`config.mk`:
```
export PLATFORM = sky130hd
export DESIGN_NAME = spike_psum_accum
export DESIGN_NICKNAME = d
export VERILOG_FILES = /design/src/rtl/spike_psum_accum.sv
export SDC_FILE = /design/constraint.sdc
export NUM_CORES = 1
export LEC_CHECK = 0
export ABC_AREA = 1
export CAP_MARGIN = 25
export CELL_PAD_IN_SITES_DETAIL_PLACEMENT = 1
export CELL_PAD_IN_SITES_GLOBAL_PLACEMENT = 2
export CORE_AREA = 2 2 155 157
export DETAILED_ROUTE_END_ITERATION = 10
export DIE_AREA = 0 0 157 159
export PLACE_DENSITY = 0.83
export SYNTH_ARGS = -nofsm -noshare
export SYNTH_HDL_FRONTEND = slang
export SYNTH_SLANG_ARGS = --single-unit
export TNS_END_PERCENT = 5
```
`constraint.sdc`:
```
create_clock -name clk -period 9.85 [get_ports clk]
set_clock_uncertainty 0.15 [all_clocks]
set_input_delay 1.4775 -clock clk [delete_from_list [all_inputs] [get_ports clk]]
set_output_delay 1.4775 -clock clk [all_outputs]
set_load 0.03 [all_outputs]
```
`src/rtl/spike_psum_accum.sv`:
```
// Accumulates BATCH_NUM signed array results into a saturating partial sum and
// hands each completed group out on a valid/ready register with an 8-bit requantized value.
module spike_psum_accum #(
  parameter int BATCH_NUM = 1024,
  parameter int IN_W      = 16,
  parameter int ACC_W     = 32,
  parameter int OUT_W     = 8,
  parameter int SHIFT     = 6,
  localparam int CNT_W    = $clog2(BATCH_NUM + 1)
) (
  input  logic                    clk,
  input  logic                    rst_n,
  input  logic                    clear,
  input  logic                    in_valid,
  input  logic signed [IN_W-1:0]  in_data,
  output logic                    out_valid,
  input  logic                    out_ready,
  output logic signed [ACC_W-1:0] out_acc,
  output logic signed [OUT_W-1:0] out_q,
  output logic                    out_sat,
  output logic [CNT_W-1:0]        batch_cnt,
  output logic                    err_drop
);

  localparam logic signed [ACC_W:0] L_RND  = (ACC_W+1)'(1 << (SHIFT - 1));
  localparam logic signed [ACC_W:0] L_QMAX = (ACC_W+1)'((1 << (OUT_W - 1)) - 1);
  localparam logic signed [ACC_W:0] L_QMIN = ~L_QMAX;

  typedef enum logic {S_IDLE, S_ACCUM} state_t;

  state_t                   r_state, w_state_nxt;
  logic signed [ACC_W-1:0]  r_acc;
  logic [CNT_W-1:0]         r_cnt;
  logic                     r_gsat;
  logic                     r_ovalid, r_osat, r_err;
  logic signed [ACC_W-1:0]  r_oacc;
  logic signed [OUT_W-1:0]  r_oq;

  logic                     w_accept, w_last, w_load, w_ovf;
  logic signed [ACC_W-1:0]  w_base, w_acc_sat;
  logic signed [ACC_W:0]    w_sum, w_rnd, w_shr;
  logic signed [OUT_W-1:0]  w_q;

  assign w_accept = in_valid & ~clear;
  assign w_last   = w_accept & (r_cnt == CNT_W'(BATCH_NUM - 1));
  assign w_load   = w_last & (~r_ovalid | out_ready);
  assign w_base   = (r_state == S_IDLE) ? '0 : r_acc;

  // One guard bit: a sign mismatch between the top two bits means overflow.
  assign w_sum     = {w_base[ACC_W-1], w_base} + {{(ACC_W+1-IN_W){in_data[IN_W-1]}}, in_data};
  assign w_ovf     = w_sum[ACC_W] ^ w_sum[ACC_W-1];
  assign w_acc_sat = !w_ovf        ? w_sum[ACC_W-1:0] :
                     w_sum[ACC_W]  ? {1'b1, {(ACC_W-1){1'b0}}} :
                                     {1'b0, {(ACC_W-1){1'b1}}};

  assign w_rnd = {w_acc_sat[ACC_W-1], w_acc_sat} + L_RND;
  assign w_shr = w_rnd >>> SHIFT;

  always_comb begin
    w_q = w_shr[OUT_W-1:0];
    if (w_shr > L_QMAX)      w_q = {1'b0, {(OUT_W-1){1'b1}}};
    else if (w_shr < L_QMIN) w_q = {1'b1, {(OUT_W-1){1'b0}}};
  end

  always_comb begin
    w_state_nxt = r_state;
    case (r_state)
      S_IDLE:  if (w_accept && !w_last) w_state_nxt = S_ACCUM;
      S_ACCUM: if (clear || w_last)     w_state_nxt = S_IDLE;
      default:                          w_state_nxt = S_IDLE;
    endcase
  end

  always_ff @(posedge clk or negedge rst_n) begin
    if (!rst_n) begin
      r_state <= S_IDLE;
      r_acc   <= '0;
      r_cnt   <= '0;
      r_gsat  <= 1'b0;
    end else begin
      r_state <= w_state_nxt;
      if (clear || w_last) begin
        r_acc  <= '0;
        r_cnt  <= '0;
        r_gsat <= 1'b0;
      end else if (w_accept) begin
        r_acc  <= w_acc_sat;
        r_cnt  <= r_cnt + CNT_W'(1);
        r_gsat <= r_gsat | w_ovf;
      end
    end
  end

  // A completed group that finds the register full and not draining is lost.
  always_ff @(posedge clk or negedge rst_n) begin
    if (!rst_n) begin
      r_ovalid <= 1'b0;
      r_oacc   <= '0;
      r_oq     <= '0;
      r_osat   <= 1'b0;
      r_err    <= 1'b0;
    end else begin
      if (w_load) begin
        r_ovalid <= 1'b1;
        r_oacc   <= w_acc_sat;
        r_oq     <= w_q;
        r_osat   <= r_gsat | w_ovf;
      end else if (r_ovalid && out_ready) begin
        r_ovalid <= 1'b0;
      end
      if (clear)                             r_err <= 1'b0;
      else if (w_last && r_ovalid && !out_ready) r_err <= 1'b1;
    end
  end

  assign out_valid = r_ovalid;
  assign out_acc   = r_oacc;
  assign out_q     = r_oq;
  assign out_sat   = r_osat;
  assign batch_cnt = r_cnt;
  assign err_drop  = r_err;

endmodule

```
# Yosys cells after proc, flatten, opt, wreduce, memory -nomap -nowiden
# Index checks and enable logic that the tools add are counted.
# op_classes
eq_ne	1
n_reduce_logical	10
bitwise	9
magnitude_cmp	2
mux	18
n_addsub	3
# ops
op	count
two-way mux 32 bit	5
adder 32 x 16 -> 33 bit	1
adder 32 x 7 -> 33 bit, second input constant	1
> comparator 27 x 8 -> 1 bit, second input constant	1
< comparator 27 x 8 -> 1 bit, second input constant	1
two-way mux 11 bit	2
two-way mux 8 bit	2
adder 11 x 1 -> 11 bit, second input constant	1
== test 11 x 10 -> 1 bit, second input constant	1
two-way mux 1 bit	8
nonzero test 2 bit	3
logical AND 1 bit	4
bitwise AND 1 bit	3
NOT 1 bit	3
zero test 1 bit	2
OR 1 bit	2
one-hot mux 1 bit (2 select lines)	1
logical OR 1 bit	1
XOR 1 bit	1
# totals
reg_bits	88
output_inout_bits	54

# Depth between registers and ports, before layout
# logic_depth
ltp_word	8
ltp_mapped	41

# Worst setup path before layout
# OpenSTA, ideal clock, no wires.
# synth_timing
path_kind	input port to flip-flop
start	in in_data[0]
end	reg r_oq[0] (netlist: out_q[0])
t_required_ps	9583
path_slack_ps	4810
setup_ps	117
t_arrival_ps	4773
stages	34
n_path_buf	2
cell_sequence	ha_1 > inv_1 > fa_1 > inv_1 > nand2_1 > nand2_1 > nand3_1 > nand2_2 > nand2_2 > nand2_4 > nand2_4 > nand3_1 > nand2_2 > nand2_4 > buf_6 > buf_4 > nand2_1 > inv_1 > ha_1 > nand3_1 > nor2_4 > inv_1 > nor2_2 > nand3_1 > nand2_1 > nand2_1 > nor2_1 > nand2_1 > nor2_1 > nand3_1 > nand2_2 > nand2_1 > nand2_1 > nand2_1
# synth_between
elab_chain_len	7
elab_cells_between_ends	9
# synth_lines
element	line_no	text
from (decl)	15	input logic signed [IN_W-1:0] in_data,
adder 32 x 16 -> 33 bit *	50	assign w_sum = {w_base[ACC_W-1], w_base} + {{(ACC_W+1-IN_W){in_data[IN_W-1]}}, in_data};
two-way mux 32 bit / XOR 1 bit (equally long branches)	53, 51	
two-way mux 32 bit *	52	assign w_acc_sat = !w_ovf ? w_sum[ACC_W-1:0] :
net w_acc_sat[6]	40	logic signed [ACC_W-1:0] w_base, w_acc_sat;
adder 32 x 7 -> 33 bit *	56	assign w_rnd = {w_acc_sat[ACC_W-1], w_acc_sat} + L_RND;
< comparator 27 x 8 -> 1 bit	62	else if (w_shr < L_QMIN) w_q = {1'b1, {(OUT_W-1){1'b0}}};
two-way mux 8 bit	62	
two-way mux 8 bit *	61	if (w_shr > L_QMAX) w_q = {1'b0, {(OUT_W-1){1'b1}}};
to (signal assigned)	106	r_oq <= w_q;
to (decl)	37	logic signed [OUT_W-1:0] r_oq;
# The timed path passes the listed nets; every way through them passes the cells marked *.
# A chain may end at the register's enable or synchronous reset.

# Worst setup path after layout
# layout_timing
start	in in_data[15]
end	reg r_oq[1] (netlist: out_q[1])
# Same word-level chain as after synthesis.

==> run_results.csv <==
group,metric,value,unit
logic_synthesis,yosysTopAreaCellShare,0.2816,
sta,hold_ws,334.1,ps
clocking,h-tree-depth,3,
min_path,hold_class,"reg2reg",
power_and_ir_drop,p_comb_frac,0.356,
power_and_ir_drop,p_seq_frac,0.341,
route,detail_route.first_pass.iterations,4,
route,drc_errors,0,
clocking,tritoncts,"yes",
logic_synthesis,yosysWarningCount,0,
route,postRouteAntennaNets,0,
layout,final_nets,1362,
route,wl,26410,um
logic_synthesis,synth_seq_area_share,0.2816,
layout,antenna_cells,0,
logic_synthesis,synth_cell_types,41,
global_routing,antenna_found_initial,0,
sta,fmax,161.8,MHz
clocking,cts_hold_buf,0,
clocking,clock-sinks,88,
layout,ff_latch_area,2202,sq um
setup_path,start_kind,"primary input",
setup_path,crit_required,9950,ps
global_routing,grt_pass1_vias,8020,
logic_synthesis,syn_area_per_cell,6.297,sq um
layout,n_fill_cell,3039,
die,io_pins,75,
sta,finalHoldViolations,0,
placed_design,post-place-ws,3300,ps
layout,multiInputGateArea,4812,sq um
sta,finalSetupTns,0,ps
sta,final_max_slew_viol_count,0,
power_and_ir_drop,p_per_area,125.7,nW/um^2
placed_design,place.detailed.hpwl,21450,um
logic_synthesis,synth_fp_nets,1298,
clocking,insertion_delay,360,ps
setup_path,path_max_fanout,36,
sta,rsz0062_at_grt,"no",
route,vias,7775,
layout,post-route-util,0.3960,
die,dieHeight,159,um
die,dieArea,24960,sq um
clocking,cts_resized,0,
power_and_ir_drop,switchingPower,0.4739,mW
clocking,cts-root-buf,"clkbuf_16",
sta,worst_slew_pin_slew,753.4,ps
setup_path,worst_ep_arrival_time,6280,ps
setup_path,cp-end-kind,"flop",
placed_design,postPlaceCellArea,8859,sq um
die,rows,56,
route,drt-initial-drc-count,322,
sta,setup_viol,0,
setup_path,crit_path_max_incr_delay,810,ps
sta,min_period_over_period,0.6274,
die,dieWidth,157,um
logic_synthesis,syn_area,7821,sq um
layout,drive_gt1_frac,0.09306,
power_and_ir_drop,swShare,0.4106,
logic_synthesis,synth_area_leader_cell,"dfrtp_1",
power_and_ir_drop,p_leak,4.802,nW
route,vias_per_cell,4.770,
die,core_area,23190,sq um
die,initial_core_util,0.3372,
power_and_ir_drop,ir_drop,0.00007517,V
setup_path,critPathSlowestCell,"clkdlybuf4s50_1",
placed_design,io_buffers,74,
setup_path,worstSetupPathType,"in2reg",
logic_synthesis,syn_inst,1242,
layout,final_area,9184,sq um
clocking,post_cts_buffers,0,
sta,setup_slack,3670,ps
global_routing,grt_overflow,0,
global_routing,grt_usage,0.2198,
power_and_ir_drop,p_int,0.6803,mW
job,maxCapViolations,0,
global_routing,grt_pass1_wl,43220,um
sta,period_needed,6180,ps
placed_design,gp_congestion,0.8663,
clocking,cts_inserted_buffers,9,
outcome,status,"finished, final reports clean",
setup_path,cpMostUsedCell,"nand2_1",
sta,relSlewSlack,0.4962,
logic_synthesis,ys_top_cells_by_area,"dfrtp_1 28%, nand2_1 22%, inv_1 8.0%",
route,wl_per_cell,16.20,um
global_routing,grt_max_degree,53,
logic_synthesis,synth-seq-cells,88,
power_and_ir_drop,power.clock.fraction,0.303,
clocking,clk_pin_slew,70,ps
layout,areaGrowthSynthToFinish,17.42,%
clocking,cts_buffer_depth,2,
## worst max-delay path: cells and delay by family
kind	cells	cell delay, ps
AO/OA/AOI/OAI	2	420
adder cells (fa/ha/maj)	2	820
buffers and inverters	4	1000
AND/OR/NAND/NOR	21	2540
## area by class of cell
| cell class | count | area share |
|---|---|---|
| multi-input combinational | 952 | 0.5240 |
| sequential | 88 | 0.2398 |
| timing repair buffer | 80 | 0.08883 |
| inverter | 175 | 0.07153 |
| tap | 319 | 0.04346 |
| clock buffer | 9 | 0.02452 |
| clock inverter | 7 | 0.007902 |
## flip-flops by register name, indices dropped and copies added (netlist names)
register / flops
err_drop: 1
batch_cnt: 11
out_sat: 1
out_valid: 1
r_state: 1
out_q: 8
out_acc: 32
r_gsat: 1
r_acc: 32
## cell usage after synthesis, drive strengths merged
| master | n |
|---|---|
| a21o | 1 |
| o22ai | 5 |
| ha | 34 |
| a211oi | 1 |
| a32o | 2 |
| inv | 174 |
| xor2 | 17 |
| nor3 | 12 |
| fa | 1 |
| buf | 7 |
| o21bai | 7 |
| clkinv | 1 |
| xnor2 | 11 |
| nor3b | 1 |
| o21ai | 79 |
| nand3b | 5 |
| nand4 | 11 |
| dfrtp | 88 |
| and2 | 1 |
| clkbuf | 20 |
| a21oi | 40 |
| o21a | 1 |
| nor2 | 138 |
| nand2 | 511 |
| a31oi | 4 |
| nand3 | 70 |
## kinds of logic after synthesis
logic type | count (synthesis) | share of synthesized area
and+or+nand+nor | 749 | 0.4211
adders and majority gates | 35 | 0.05695
AOI/OAI and AO/OA | 140 | 0.1056
buffers and inverters | 202 | 0.1035
DFF | 88 | 0.2816
xor gates and xnor gates | 28 | 0.03135
## power groups by stage
stage / Clock (mW) / Combinational [mW] / Sequential (mW)
2_1_floorplan: 0 / 0.275 / 0.408
3_3_place_gp: 0 / 0.407 / 0.402
3_5_place_dp: 0 / 0.411 / 0.403
4_1_cts: 0.359 / 0.413 / 0.396
5_1_grt: 0.373 / 0.460 / 0.396
6_report: 0.350 / 0.410 / 0.394
## worst paths after layout
path,start,end,slack [ps],depth (start not counted)
setup / recovery,in_data[15],out_q[1],3670,29
hold / removal,out_acc[5],out_acc[5],330,2
setup reg to reg,r_state,out_q[1],4730,34
hold reg to reg,out_acc[5],out_acc[5],330,2
max in group asynchronous,rst_n,out_acc[20],7520,2
min in group asynchronous,rst_n,out_acc[4],970,1
## metrics by stage
| stage | power [mW] | std cells |
|---|---|---|
| CTS | 1.168 | 1629 |
| global route | 1.230 | 1630 |
| floorplan | 0.6830 | 1242 |
| detailed placement | 0.8134 | 1613 |
| global placement | 0.8092 | 1612 |
| finish | 1.154 | 1630 |
## routing by layer
metal	track usage	vias up	routed length, um
met2	0.3802	79	13060
met3	0.02967	18	580
li1	-	3996	-
met5	0	-	0
met1	0.2946	3682	12510
met4	0.03795	0	261
## cell usage in the layout (no fill, tap or decap), drive strengths merged, types with 2 or more instances in the layout
cell type      count
o21ai             79
o21bai             7
nand2            511
ha                34
o22ai              5
nor2             138
a31oi              4
nand3b             5
clkdlybuf4s50     73
a21oi             40
dfrtp             88
a32o               2
clkbuf             9
nand4             11
nand3             70
xor2              17
buf                7
xnor2             11
inv              177
nor3              12
clkinv             4
No activity file was read; power rests on OpenSTA's default activity.
==> RTL edit 1: new RTL, same flow settings <==
Reset style: synchronous (`rst_n`), changed in 2 clocked blocks.
--- a/src/rtl/spike_psum_accum.sv
+++ b/src/rtl/spike_psum_accum.sv
@@ -73,3 +73,3 @@
 
-  always_ff @(posedge clk or negedge rst_n) begin
+  always_ff @(posedge clk) begin
     if (!rst_n) begin
@@ -94,3 +94,3 @@
   // A completed group that finds the register full and not draining is lost.
-  always_ff @(posedge clk or negedge rst_n) begin
+  always_ff @(posedge clk) begin
     if (!rst_n) begin
Check against the original RTL: differs if rst_n is asserted again (counterexample within 4 cycles, from zero or initial values and one cycle with rst_n low); with rst_n held inactive, the same outputs for 10 cycles.
==> RTL edit 1 against the original RTL <==
Area after synthesis fell by 8.9%. First-iteration DRC count grew 16%. Setup slack got worse by 0.18 ns. Wire length fell by 4.0%. Cell area fell by 7.6%. Sequential cell count stayed put. Global-route usage down 1.3 points. Critical endpoint is now out_q[1].
Power is not compared: it rests on default switching activity, and its combinational part moved more than twofold at a synthesized area within 25%.
==> RTL edit 1: results (changes against the original RTL) <==
[detailed_routing]
wl_met1_mm = 11.9  ; was 12.5 mm
dr.first_iter.drc_count = 374  ; was 322
vias = 7718  ; was 7775
drtPass1Iterations = 5  ; was 4
viasPerCell = 4.86  ; was 4.77
wl_per_cell_um = 16.0  ; was 16.2 um
wl_met3_um = 631  ; was 580 um
dr_wl_met2_mm = 12.3  ; was 13.1 mm

[yosys]
ys_async_sr_fraction = 0  ; was 1.00
ys.flop_type = dfxtp_1  ; was dfrtp_1
synth_commonest_cells = nand2_1, inv_1, nor2_1  ; unchanged
ys_top_cells_by_area = dfxtp_1, nand2_1, inv_1  ; was dfrtp_1, nand2_1, inv_1
avgSynthCellArea_um2 = 5.91  ; was 6.30 um2
yosys_warnings = 0  ; unchanged
synth_fp_nets = 1263  ; was 1298
synth.yosys.seq_area_share = 0.247  ; was 0.282

[clock_tree]
holdBufCountCts = 0  ; unchanged
ctsResizeCount = 0  ; unchanged
htreeDepth = 3  ; unchanged
cts_root_buffer = clkbuf_16  ; unchanged
clk_pin_slew_ns = 0.07  ; about the same

[timing]
slew_headroom = 0.508  ; was 0.496

[setup_path]
path_delay_family = simple AND/OR/NAND/NOR gates  ; unchanged
crit_fanout = 30  ; was 36
critPathArrivalTime_ns = 6.43  ; was 6.28 ns
slowest_delay_ns = 0.79  ; was 0.81 ns

[place]
place.gp.congestion = 0.869  ; was 0.866
hpwl_mm = 20.2  ; was 21.4 mm
dp.cells = 1573  ; was 1613
numPortBuffers = 74  ; unchanged

[global_route]
antenna_found_initial = 0  ; unchanged
use_met2 = 0.356  ; was 0.380
top_usage_layer = met2  ; unchanged
grt_pass1_wl_mm = 41.2  ; was 43.2 mm
use_met3 = 0.0264  ; was 0.0297
grt_use_met1 = 0.273  ; was 0.295
grt_use_total = 0.206  ; was 0.220
grt_pass1_vias = 7929  ; was 8020
grt_max_degree = 73  ; was 53

[cells_and_area]
insertedDiodeCount = 0  ; unchanged
drive_gt1_frac = 0.0575  ; was 0.0931
nFillCells = 3092  ; was 3039

[worst_hold_path]
hold_path.class = reg2reg  ; unchanged

[flow_run]
maxCapViolCount = 0  ; unchanged

[outcome]
run_status = finished clean  ; unchanged

[RTL edit 1: path summary, 6_finish.rpt]
kind	startpoint	end	slack, ns	cells past startpoint
max	in_data[15]	out_q[1]	3.49	26
min reg2reg	err_drop	err_drop	0.33	2
max reg2reg	r_state	out_q[1]	4.47	33
min	err_drop	err_drop	0.33	2
[RTL edit 1: stage by stage]
| step | worst slack, ns | util | instance area, um2 |
|---|---|---|---|
| after floorplan | 4.71 | - | 7130 |
| after global placement | 3.30 | 0.352 | 8170 |
| after detailed placement | 3.18 | 0.352 | 8170 |
| after CTS | 3.51 | 0.366 | 8490 |
| after global routing | 2.92 | 0.366 | 8490 |
| final | 3.49 | 0.366 | 8490 |
[RTL edit 1: cell families (layout without fill, tap and decap cells)]
logic type                 count (synthesis)  after routing  synth area share
AOI/OAI and AO/OA                        221            221             0.168
xor gates and xnor gates                  24             24            0.0295
adders and majority gates                 35             35            0.0625
buffers and inverters                    215            277             0.118
DFF                                       88             88             0.247
and+or+nand+nor                          624            624             0.374
[RTL edit 1: cell type report]
cell class              count  area [um2]  area share
clock buffers               9         225      0.0265
clock inverters             6        93.8      0.0111
inverters                 180         676      0.0796
multi-input cells         904        4530       0.534
flip-flops and latches     88        1760       0.208
well taps                 319         399      0.0470
repair buffers             82         801      0.0944
[RTL edit 1: power by group through the flow]
stage                     Clock [mW]  Sequential (mW)  Combinational (mW)
after global routing           0.403            0.364               0.219
final                          0.379            0.363               0.196
after global placement             0            0.371               0.195
after detailed placement           0            0.371               0.196
after CTS                      0.389            0.363               0.197
after floorplan                    0            0.371               0.132
==> RTL edit 2: new RTL, same flow settings <==
Made on the original files. Set the parameter `BATCH_NUM` to 512 (it was 1024).
--- a/src/rtl/spike_psum_accum.sv
+++ b/src/rtl/spike_psum_accum.sv
@@ -3,3 +3,3 @@
 module spike_psum_accum #(
-  parameter int BATCH_NUM = 1024,
+  parameter int BATCH_NUM = 512,
   parameter int IN_W      = 16,
Interface: changed (resized batch_cnt); port bits go from 75 to 74. No check against the original RTL was run, so the function may have changed too.
==> RTL edit 2 against the original RTL <==
First-iteration DRC count shrank 7.8%. Power shrank 0.39%. Area after synthesis shrank 6.9%. Die area is the same. Sequential cell count shrank 1. Final cell count shrank 7.0%. Wire length shrank 9.4%. Cell area shrank 5.3%. Sequential share of layout area grew 1.1 points. Setup slack lost 0.29 ns. Non-clock buffer count shrank 2. Via count shrank 6.3%. Largest power group is now sequential cells. Highest routed layer unchanged.
==> RTL edit 2: results (changes against the original RTL) <==
[timing]
slew_headroom = 0.294  ; was 0.496
max_freq_mhz = 154  ; was 162 MHz
whs_ns = 0.335  ; was 0.334 ns

[setup_path]
crit_fanout = 32  ; was 36
slowest_delay_ns = 0.95  ; was 0.81 ns
critPathArrivalTime_ns = 6.57  ; was 6.28 ns

[cells_and_area]
area_growth_pct = 19.5  ; was 17.4%
n_all_buffers = 78  ; was 80
nMultiInputCombCells = 856  ; was 952
clk_share = 0.0375  ; was 0.0324
final-nonclk-buf-share = 0.0941  ; was 0.0888
multi_input_area_share = 0.503  ; was 0.524
seq_share = 0.250  ; was 0.240
nFillCells = 3037  ; was 3039
fin_cells = 1516  ; was 1630

[yosys]
avgSynthCellArea_um2 = 6.45  ; was 6.30 um2
synth.yosys.seq_area_share = 0.299  ; was 0.282
synth_fp_nets = 1184  ; was 1298
ys_top_cells_by_area = dfrtp_1, nand2_1, inv_1  ; unchanged
ys_ff_latch = 87  ; was 88
ys_types = 48  ; was 41

[pwr]
p_leak_nw = 4.57  ; was 4.80 nW
intPower_uw = 715  ; was 680 uW
pwr-share-comb = 0.329  ; was 0.356
peakVddDrop_mv = 0.105  ; was 0.0752 mV
clkPwrFrac = 0.333  ; was 0.303

[detailed_routing]
dr.first_iter.drc_count = 297  ; was 322
vias = 7282  ; was 7775
wl_met3_um = 541  ; was 580 um
wl_per_cell_um = 15.8  ; was 16.2 um

[place]
hpwl_mm = 19.3  ; was 21.4 mm
dp_slack_ns = 3.02  ; was 3.30 ns
place.gp.congestion = 0.830  ; was 0.866
numPortBuffers = 73  ; was 74

[worst_hold_path]
min_from = out_acc[12]  ; was out_acc[5]

[global_route]
grt_max_degree = 73  ; was 53
grt_pass1_vias = 7593  ; was 8020
grt_use_total = 0.200  ; was 0.220

[outcome]
run_status = finished clean  ; unchanged

## RTL edit 2: cell count changes after synthesis, sizes merged, moves of 3 or more
| cell | unedited run | this run |
|---|---|---|
| xor2 | 17 | 10 |
| o22ai | 5 | 1 |
| inv | 174 | 159 |
| nor3 | 12 | 17 |
| clkbuf | 20 | 17 |
| or2 | 0 | 3 |
| nand2 | 511 | 432 |
| nor2 | 138 | 114 |
| nand4 | 11 | 17 |
| o21bai | 7 | 10 |
| nand3 | 70 | 57 |
## RTL edit 2: routing by layer
metal / track usage / up-vias
met3: 0.0302 / 19
li1: - / 3694
met2: 0.353 / 72
met5: 0 / -
met1: 0.259 / 3497
met4: 0.0388 / 0
## RTL edit 2: cell families (layout without fill, tap and decap cells)
kind of cell	count (synthesis)	after routing	share of synthesized area
adder cells (fa/ha/maj)	35	35	0.0612
XOR/XNOR	23	23	0.0277
flip-flops	87	87	0.299
buffers and inverters	185	254	0.100
AND/OR/NAND/NOR	652	652	0.398
AO/OA/AOI/OAI	146	146	0.114
